$ cat src/rtl/store_rmw_seq.sv
// store_rmw_seq
//   Sequential store engine for the multicycle MIPS datapath. Executes sw
//   directly and sh/sb as read-modify-write: the target word is read into
//   an internal MDR, the low halfword/byte of the store operand is spliced
//   in, and the merged word is written back. All outputs are registered and
//   reflect the current state (Moore).
//
// Ports
//   clk        : clock, all state on rising edge
//   reset      : synchronous, active-high
//   start      : store request, sampled only in IDLE
//   size       : 01 sw, 10 sh, 11 sb, 00 illegal
//   addr       : word address, passed through unmodified
//   wdata      : store operand (B register value)
//   mem_rdata  : memory read data, valid READ_LAT cycles after mem_rd
//   mem_addr   : memory address (0 outside READ/WAIT/WRITE)
//   mem_rd     : memory read strobe (READ)
//   mem_wr     : memory write strobe (WRITE)
//   mem_wdata  : memory write data (0 outside WRITE)
//   mdr_out    : last captured memory word
//   busy       : high in every state except IDLE
//   done       : one-cycle completion pulse
//   err        : one-cycle pulse with done for an illegal size
module store_rmw_seq #(
    parameter int unsigned READ_LAT = 1
) (
    input  logic        clk,
    input  logic        reset,
    input  logic        start,
    input  logic [1:0]  size,
    input  logic [31:0] addr,
    input  logic [31:0] wdata,
    input  logic [31:0] mem_rdata,
    output logic [31:0] mem_addr,
    output logic        mem_rd,
    output logic        mem_wr,
    output logic [31:0] mem_wdata,
    output logic [31:0] mdr_out,
    output logic        busy,
    output logic        done,
    output logic        err
);

    localparam int unsigned CW = 2;

    localparam logic [1:0] SZ_W = 2'b01;
    localparam logic [1:0] SZ_H = 2'b10;
    localparam logic [1:0] SZ_B = 2'b11;

    typedef enum logic [2:0] {
        S_IDLE,
        S_READ,
        S_WAIT,
        S_WRITE,
        S_DONE
    } state_t;

    state_t        state_q, state_d;
    logic [CW-1:0] cnt_q, cnt_d;
    logic [31:0]   addr_q, addr_d;
    logic [31:0]   wdata_q, wdata_d;
    logic [1:0]    size_q, size_d;
    logic          errf_q, errf_d;
    logic [31:0]   mdr_q, mdr_d;

    logic [31:0]   mem_addr_q, mem_addr_d;
    logic          mem_rd_q, mem_rd_d;
    logic          mem_wr_q, mem_wr_d;
    logic [31:0]   mem_wdata_q, mem_wdata_d;
    logic          busy_q, busy_d;
    logic          done_q, done_d;
    logic          err_q, err_d;

    // Next-state, latches and MDR capture.
    always_comb begin
        state_d = state_q;
        cnt_d   = cnt_q;
        addr_d  = addr_q;
        wdata_d = wdata_q;
        size_d  = size_q;
        errf_d  = errf_q;
        mdr_d   = mdr_q;

        unique case (state_q)
            S_IDLE: begin
                if (start) begin
                    addr_d  = addr;
                    wdata_d = wdata;
                    size_d  = size;
                    unique case (size)
                        SZ_W:       state_d = S_WRITE;
                        SZ_H, SZ_B: state_d = S_READ;
                        default: begin
                            state_d = S_DONE;
                            errf_d  = 1'b1;
                        end
                    endcase
                end
            end
            S_READ: begin
                state_d = S_WAIT;
                cnt_d   = CW'(READ_LAT - 1);
            end
            S_WAIT: begin
                if (cnt_q == '0) begin
                    mdr_d   = mem_rdata;
                    state_d = S_WRITE;
                end else begin
                    cnt_d = cnt_q - CW'(1);
                end
            end
            S_WRITE: state_d = S_DONE;
            S_DONE: begin
                state_d = S_IDLE;
                errf_d  = 1'b0;
            end
            default: state_d = S_IDLE;
        endcase
    end

    // Outputs are registered from the next state so that each output is
    // valid during the cycle its state is occupied. The merge uses mdr_d
    // because the MDR capture and entry into WRITE share the same edge.
    always_comb begin
        mem_addr_d  = '0;
        mem_rd_d    = 1'b0;
        mem_wr_d    = 1'b0;
        mem_wdata_d = '0;
        done_d      = 1'b0;
        err_d       = 1'b0;
        busy_d      = (state_d != S_IDLE);

        unique case (state_d)
            S_READ: begin
                mem_rd_d   = 1'b1;
                mem_addr_d = addr_d;
            end
            S_WAIT: mem_addr_d = addr_d;
            S_WRITE: begin
                mem_wr_d   = 1'b1;
                mem_addr_d = addr_d;
                unique case (size_d)
                    SZ_H:    mem_wdata_d = {mdr_d[31:16], wdata_d[15:0]};
                    SZ_B:    mem_wdata_d = {mdr_d[31:8], wdata_d[7:0]};
                    default: mem_wdata_d = wdata_d;
                endcase
            end
            S_DONE: begin
                done_d = 1'b1;
                err_d  = errf_d;
            end
            default: ;
        endcase
    end

    always_ff @(posedge clk) begin
        if (reset) begin
            state_q     <= S_IDLE;
            cnt_q       <= '0;
            addr_q      <= '0;
            wdata_q     <= '0;
            size_q      <= '0;
            errf_q      <= 1'b0;
            mdr_q       <= '0;
            mem_addr_q  <= '0;
            mem_rd_q    <= 1'b0;
            mem_wr_q    <= 1'b0;
            mem_wdata_q <= '0;
            busy_q      <= 1'b0;
            done_q      <= 1'b0;
            err_q       <= 1'b0;
        end else begin
            state_q     <= state_d;
            cnt_q       <= cnt_d;
            addr_q      <= addr_d;
            wdata_q     <= wdata_d;
            size_q      <= size_d;
            errf_q      <= errf_d;
            mdr_q       <= mdr_d;
            mem_addr_q  <= mem_addr_d;
            mem_rd_q    <= mem_rd_d;
            mem_wr_q    <= mem_wr_d;
            mem_wdata_q <= mem_wdata_d;
            busy_q      <= busy_d;
            done_q      <= done_d;
            err_q       <= err_d;
        end
    end

    assign mem_addr  = mem_addr_q;
    assign mem_rd    = mem_rd_q;
    assign mem_wr    = mem_wr_q;
    assign mem_wdata = mem_wdata_q;
    assign mdr_out   = mdr_q;
    assign busy      = busy_q;
    assign done      = done_q;
    assign err       = err_q;

endmodule

$ cat config.mk
export PLATFORM = sky130hd
export DESIGN_NAME = store_rmw_seq
export DESIGN_NICKNAME = d
export VERILOG_FILES = /design/src/rtl/store_rmw_seq.sv
export SDC_FILE = /design/constraint.sdc
export NUM_CORES = 1
export LEC_CHECK = 0
export CAP_MARGIN = 20
export CORE_ASPECT_RATIO = 0.9
export CORE_MARGIN = 1.5
export CORE_UTILIZATION = 48
export DETAILED_ROUTE_END_ITERATION = 6
export GPL_ROUTABILITY_DRIVEN = 0
export PLACE_DENSITY = 0.84
export SLEW_MARGIN = 10
export SYNTH_ARGS = -nofsm -noshare
export SYNTH_HDL_FRONTEND = slang
export SYNTH_SLANG_ARGS = --single-unit
$ cat constraint.sdc
create_clock -name clk -period 4.3 [get_ports clk]
set_input_delay 0.43 -clock clk [delete_from_list [all_inputs] [get_ports clk]]
set_output_delay 0.43 -clock clk [all_outputs]
set_load 0.1 [all_outputs]
### Yosys cells after proc, flatten, opt, wreduce, memory -nomap -nowiden

Index checks and enable logic that the tools add are counted.

| storage, ports and cells | value |
|---|---|
| flip-flop bits (word level) | 173 |
| bits of input ports | 101 |

| cells by class | value |
|---|---|
| add/subtract/negate cells | 1 |
| equal/unequal tests | 14 |
| muxes and demuxes | 21 |
| bitwise operators | 3 |
| reduce and logical (&&, ||, !) cells | 12 |

Operators by type and width:

| cell | count |
|---|---|
| $mux W32 | 6 |
| $pmux W32 S2 | 1 |
| $eq A3 B2 Y1 const B | 4 |
| $pmux W3 S4 | 1 |
| $eq A2 B2 Y1 const B | 4 |
| $reduce_or A2 Y1 | 4 |
| $eq A3 B1 Y1 const B | 2 |
| $eq A3 B3 Y1 const B | 2 |
| $mux W2 | 3 |
| $mux W3 | 2 |
| $pmux W3 S2 | 1 |
| $reduce_or A3 Y1 | 2 |
| $mux W1 | 5 |
| $pmux W2 S2 | 1 |
| $reduce_and A2 Y1 | 2 |
| $logic_not A3 Y1 | 1 |
| $not A1 Y1 | 3 |
| $reduce_bool A3 Y1 | 1 |
| $eq A2 B1 Y1 const B | 1 |
| $logic_not A2 Y1 | 1 |
| $ne A2 B2 Y1 const B | 1 |
| $pmux W1 S2 | 1 |
| $reduce_bool A2 Y1 | 1 |
| $sub A2 B1 Y2 const B | 1 |

### Longest topological paths before layout

Gate-level depths: netlist (run 1).

| logic depth | value |
|---|---|
| depth in word-level cells | 9 |
| gate-level depth with buffers | 9 |
| gate-level depth less buffers | 7 |

### Least setup slack after synthesis (run 1)

No wires, ideal clock.

| timing path | value |
|---|---|
| path kind | register to register |
| start point | reg state_q[2] |
| end point | reg mem_wdata_q[30], in the netlist mem_wdata[30] |
| library setup time | 0.064 ns |
| arrival time | 2.043 ns |
| data required time | 4.236 ns |
| slack | 2.193 ns |
| cell stages (with the launch flop) | 8 |
| clock period less this slack | 2.107 ns |
| path through | dfxtp_1 -> buf_6 -> or4b_4 -> buf_6 -> a22oi_2 -> buf_2 -> mux2_2 -> nor2_1 |

| on the way | value |
|---|---|
| word-level cells in the longest chain between the ends | 5 |
| elaborated cells between the ends (all ways) | 16 |

Ends and longest elaborated chain:

| element | line | RTL |
|---|---|---|
| start: declaration | 58 | `state_t state_q, state_d;` |
| start signal: assignment | 173 | `state_q <= state_d;` |
| $eq A3 B2 Y1 (tied with other cells) | 84 | `unique case (state_q)` |
| $pmux W3 S4 | 84 |  |
| $eq A3 B2 Y1 | 133 | `unique case (state_d)` |
| $not A1 Y1 (no line) | - |  |
| $reduce_or A2 Y1 (no line) | - |  |
| end signal: assignment | 183 | `mem_wdata_q <= mem_wdata_d;` |
| end: declaration | 69 | `logic [31:0] mem_wdata_q, mem_wdata_d;` |

Parallel ways exist; a longest one is shown, timed or not.
A chain may end at the register's enable or synchronous reset.

### Worst setup path after layout (run 1)

| timing path | value |
|---|---|
| start point | reg state_q[1] |
| end point | reg mem_wdata_q[8], in the netlist mem_wdata[8] |

The elaborated chain is that of the path after synthesis.

==> results.toml, run 1 <==
[worst_setup_path]
slowest_delay_ps = 720
cp.arrival_ps = 2800
worstPathMaxFanout = 26
critPathLaunch = "state_q[1]$_SDFF_PP0_"
regToRegStartpoint = "state_q[1]$_SDFF_PP0_"
critPathRequiredTime_ps = 4630
critPathTopFamily = "simple AND/OR/NAND/NOR gates"
crit_path_top_delay_cell = "or4bb_1"
crit_type = "reg2reg"
crit_chain = "or4bb_1 > o21ai_2 > a22oi_2 > buf_4 > or2_1 > a211oi_2"
start_kind = "register"
cp_num_buf_inv = 1
worst_r2r_path_depth = 6
r2r_slack_ps = 1830
worstSetupEndpointType = "register"
worst_r2r_endpoint = "mem_wdata[8]$_SDFF_PP0_"

[place]
detailed_place_hpwl_mm = 9.76
dpl_cell_area_um2 = 7900
io_buffers = 201
place_inst = 878

[clocking]
clk_pin_slew_ps = 70
cts_made_buffers = 17
cts-resized-gates = 0
h-tree-depth = 4
cts_setup_buffers = 0
cts_tree = "done"
cts_hold_buf = 0
clkSinkCount = 173
clock_latency_ps = 420
cts_root_buf = "clkbuf_16"
cts_buffer_depth = 2

[worst_hold_path]
hold_path_startpoint = "reset"
holdPathStages = 2
whs_endpoint = "wdata_q[14]$_SDFF_PP0_"
hold_class = "in2reg"

[floorplanning]
core_area_um2 = 11600
initial_core_util_pct = 50.1
row_count = 37
ios = 202
die_x_um = 119
dieArea_um2 = 12800
die_h_um = 107

[yosys]
syn_area_um2 = 5820
yosysMostFrequentCell = "dfxtp_1"
synth_top_area_share_pct = 59.5
ys.warnings.count = 0
synth_top_area_cell = "dfxtp_1"
seq_area_frac_synth_pct = 59.5
netlist_top_cells_count = "dfxtp_1, nor2_1, mux2i_1, nand2_1, clkbuf_1"
synth-async-reset-ratio_pct = 0
ys_ff_latch = 173
synthTopCellsByArea = "dfxtp_1, mux2i_1, nor2_1, mux2_2, a211oi_2"
yosys.cell_types.count = 34
synthCells = 554
synth_edf_count = 0
ys.flop_type = "dfxtp_1"
synth_area_per_cell_um2 = 10.5
synth.net_count = 656

[timing]
holdWs_ps = 358
tns_ps = 0
slew_headroom_pct = 30.4
worst_pin_slew_ps = 1040
maxSlewViolCount = 0
setup_violations = 0
fin_skew_ps = 9.16
fmax_mhz = 405
rsz0062_at_grt = "false"
period_needed_ps = 2470
hold_violations = 0
layout_worst_path_cycle_share_pct = 57.5

[flow_run]
maxCapViolations = 0

[routing]
via_per_inst = 4.91
detail-route-antenna-nets = 0
routedWlPerCell_um = 15.5
drt-total-wl_mm = 14.1
detailroute.via_count = 4471
drt_iter0_markers = 225
dr.pass1.iters = 6
drc = 0

[grt]
grt_max_degree = 83
antenna_found_initial = 0
grtUsageTotal_pct = 22.1
grt-ovfl-total = 0
grt_first_pass_wirelength_mm = 21.9
grt_pass1_vias = 4493

[final_layout]
area_growth_pct = 46.1
diodes = 0
drive_above_1_share_pct = 8.87
fin_area_um2 = 8510
nets = 844
instances_no_fill = 911
n_fill_cell = 821

[pwr]
ir_drop_mv = 0.322
p_leak_nw = 3.27
power_density_nw_per_um2 = 530
power_mw = 4.51

[status]
outcome = "finished, final reports clean"
[cells in the final DEF, fill, tap and decap left out, drive strengths merged, types with 9 or more instances in the layout]
master	instances
a21oi	11
nand2	26
dfxtp	173
nor2	165
mux2	17
clkdlybuf4s50	200
mux2i	89
a211oi	9
inv	12
clkbuf	18
[layout make-up]
class	instances	area (um2)	area share, %
well taps	156	195	2.29
flip-flops and latches	173	3460	40.7
inverters	4	15.0	0.176
clock buffers	18	439	5.16
clock inverters	14	146	1.72
repair buffers	207	2090	24.5
multi-input cells	339	2160	25.4
[per-stage QoR]
step	setup WS [ps]	utilization, %
finish	1830	73.2
global route	1720	73.2
CTS	1840	73.0
detailed placement	1540	67.9
global placement	1570	67.9
floorplan	2190	-
[worst max-delay path by stage]
| stage | endpoint | slack (ps) | cells after the start |
|---|---|---|---|
| 2_1_floorplan | mem_wdata[30]$_SDFF_PP0_ | 2190 | 7 |
| 3_3_place_gp | mem_wdata[8]$_SDFF_PP0_ | 1570 | 7 |
| 3_5_place_dp | mem_wdata[8]$_SDFF_PP0_ | 1540 | 7 |
| 4_1_cts | mem_wdata[8]$_SDFF_PP0_ | 1840 | 6 |
| 5_1_grt | mem_wdata[8]$_SDFF_PP0_ | 1720 | 6 |
| 6_report | mem_wdata[8]$_SDFF_PP0_ | 1830 | 6 |
[cells by family (layout without fill, tap and decap cells)]
logic type               after synthesis  count (layout)  share of synthesized area, %
adder cells (fa/ha/maj)                1               1                         0.215
AND/OR/NAND/NOR                      203             203                          13.9
multiplexers                         106             106                          18.6
flip-flops                           173             173                          59.5
buffers and inverters                 42             243                          3.76
AO/OA/AOI/OAI                         29              29                          4.06
[sequential cells by signal (all words and copies together), names as in the netlist]
register / count
mem_addr: 32
errf_q: 1
mdr_out: 32
state_q: 3
wdata_q: 32
err: 1
size_q: 2
addr_q: 32
mem_wdata: 32
mem_rd: 1
done: 1
busy: 1
mem_wr: 1
cnt_q: 2
[layer usage]
layer	GRT usage (%)	share of wire [%]	vias to the layer above
li1	-	-	2195
met1	24.7	41	2095
met2	38.6	50	154
met3	7.36	7.0	27
met4	9.72	2.5	0
met5	0	0	-
[power breakdown]
part | internal [mW] | switching [mW] | leakage, nW
registers | 1.73 | 0.0519 | 1.41
clock network | 0.835 | 0.659 | 0.288
logic | 0.397 | 0.836 | 1.57
total | 2.97 | 1.55 | 3.27
[worst register-to-register path: cells and delay by family, from the launching register on]
kind	cells	cell delay (ps)
compound gates	3	510
buf+inv	1	240
flops	1	500
simple gates	2	1130
Power figures use the tool's default switching activity.
==> run 2, diff against run 1 <==
Settings changed: CORE_UTILIZATION 48 to 40, PLACE_DENSITY 0.84 to 0.75.
Clock period 4.3 ns to 2.2 ns, I/O delays scaled along.
==> run 2 against run 1 <==
  * Clock-buffer cell count increased by 6
  * Maximum frequency increased by 19%
  * Register-to-register slack got worse by 1700 ps
  * First-iteration DRC count decreased by 26%
  * Critical path type unchanged
==> results.toml, run 2 (synthesized netlist as in run 1, its figures left out) <==
[place]
detailed_place_hpwl_mm = 10.3
place_inst = 934
pre_cts_slack_ps = -100
io_buffers = 201

[final_layout]
final_common_cell = "dfxtp_1"
instances_no_fill = 966
n_fill_cell = 1167
area_growth_pct = 46.3
drive_above_1_share_pct = 23.8
nets = 862
final_cell_mix = "dfxtp_1, nor2_1, buf_4, clkdlybuf4s50_1, mux2i_1"
diodes = 0

[worst_setup_path]
critPathLaunch = "state_q[2]$_SDFF_PP0_"
worstSetupEndpointType = "register"
regToRegStartpoint = "state_q[2]$_SDFF_PP0_"
crit_type = "reg2reg"
critPathRequiredTime_ps = 2530
cp.arrival_ps = 2400
start_kind = "register"
worstPathMaxFanout = 8
worst_r2r_path_depth = 5

[timing]
holdWs_ps = 155
setup_violations = 0
rsz0062_at_grt = "false"
layout_worst_path_cycle_share_pct = 94.1
fin_skew_ps = 9.03
tns_ps = 0
fmax_mhz = 483
hold_violations = 0
worst_pin_slew_ps = 582
period_needed_ps = 2070
maxSlewViolCount = 0
setup_ws_ps = 130
slew_headroom_pct = 60.8

[worst_hold_path]
hold_path_startpoint = "reset"
holdPathStages = 2
hold_class = "in2reg"

[floorplanning]
ios = 202
dieArea_um2 = 15300
die_h_um = 117
row_count = 41
core_area_um2 = 14100
die_x_um = 130
initial_core_util_pct = 41.3

[clocking]
cts_setup_buffers = 0
cts_made_buffers = 17
cts-resized-gates = 0
clkSinkCount = 173
cts_root_buf = "clkbuf_16"
cts_hold_buf = 0
clk_pin_slew_ps = 70
cts_buffer_depth = 2
clock_latency_ps = 410
h-tree-depth = 4
cts_tree = "done"

[grt]
grt_first_pass_wirelength_mm = 22.5
antenna_found_initial = 0
grtUsageTotal_pct = 19.0
grt-ovfl-total = 0
grt_max_degree = 91
grt_pass1_vias = 4495

[routing]
drt_iter0_markers = 167
routedWlPerCell_um = 14.7
drc = 0
detailroute.via_count = 4510
drt-total-wl_mm = 14.2
dr.pass1.iters = 4
via_per_inst = 4.67
detail-route-antenna-nets = 0

[flow_run]
maxCapViolations = 0

[pwr]
p_leak_nw = 3.58
ir_drop_mv = 0.740
power_density_nw_per_um2 = 1050
power_mw = 8.96

[status]
outcome = "finished, final reports clean"
run 2: cell count changes in the layout (fill, tap and decap cells not counted), sizes merged:
cell	previous run	this run
clkbuf	18	24
buf	7	126
clkinv	4	3
clkinvlp	1	2
bufinv	1	2
inv	12	5
clkdlybuf4s50	200	99
run 2: layer usage:
| metal | vias to the layer above | track usage [%] | wire length [um] |
|---|---|---|---|
| li1 | 2232 | - | - |
| met1 | 2106 | 22.6 | 6060 |
| met2 | 156 | 30.5 | 6640 |
| met3 | 16 | 8.50 | 1270 |
| met4 | 0 | 6.25 | 251 |
| met5 | - | 0 | 0 |
run 2: area by class of cell:
cell class	instances	area [um2]	area share [%]
clock inverter	8	106	1.25
tap	193	241	2.83
multi-input combinational	339	2160	25.4
sequential	173	3460	40.7
timing repair buffer	225	2040	23.9
inverter	4	15.0	0.176
clock buffer	24	492	5.77
run 2: stage by stage:
step                      util (%)  instance area [um2]
final                         60.4                 8520
after global routing          60.4                 8520
after CTS                     60.4                 8520
after detailed placement      56.1                 7920
after global placement        56.1                 7920
after floorplan                  -                 5820
run 2: report_power, final:
group,total (mW),switching (mW),internal (mW)
clock,2.98,1.18,1.80
combinational,2.49,1.66,0.831
sequential,3.49,0.0955,3.39
total,8.96,2.93,6.02
run 2: worst paths after layout:
path                                    to  slack (ps)
setup reg to reg  mem_wdata[11]$_SDFF_PP0_         130
hold reg to reg    mdr_out[0]$_SDFFE_PP0P_         450
setup / recovery  mem_wdata[11]$_SDFF_PP0_         130
hold / removal       state_q[1]$_SDFF_PP0_         160
run 2: critical path, cell delays in order (launching register included):
cell and delay (ps):
dfxtp_1 380, or4b_4 600, o21ai_2 200, a22oi_2 130
or2_1 400, a211oi_2 260
==> run 3, diff against run 2 <==
Settings changed: CAP_MARGIN 20 to 10, SLEW_MARGIN 10 to 5.
==> results of run 3 <==
The final DEF is identical to that of run 2; final timing and power are the same.
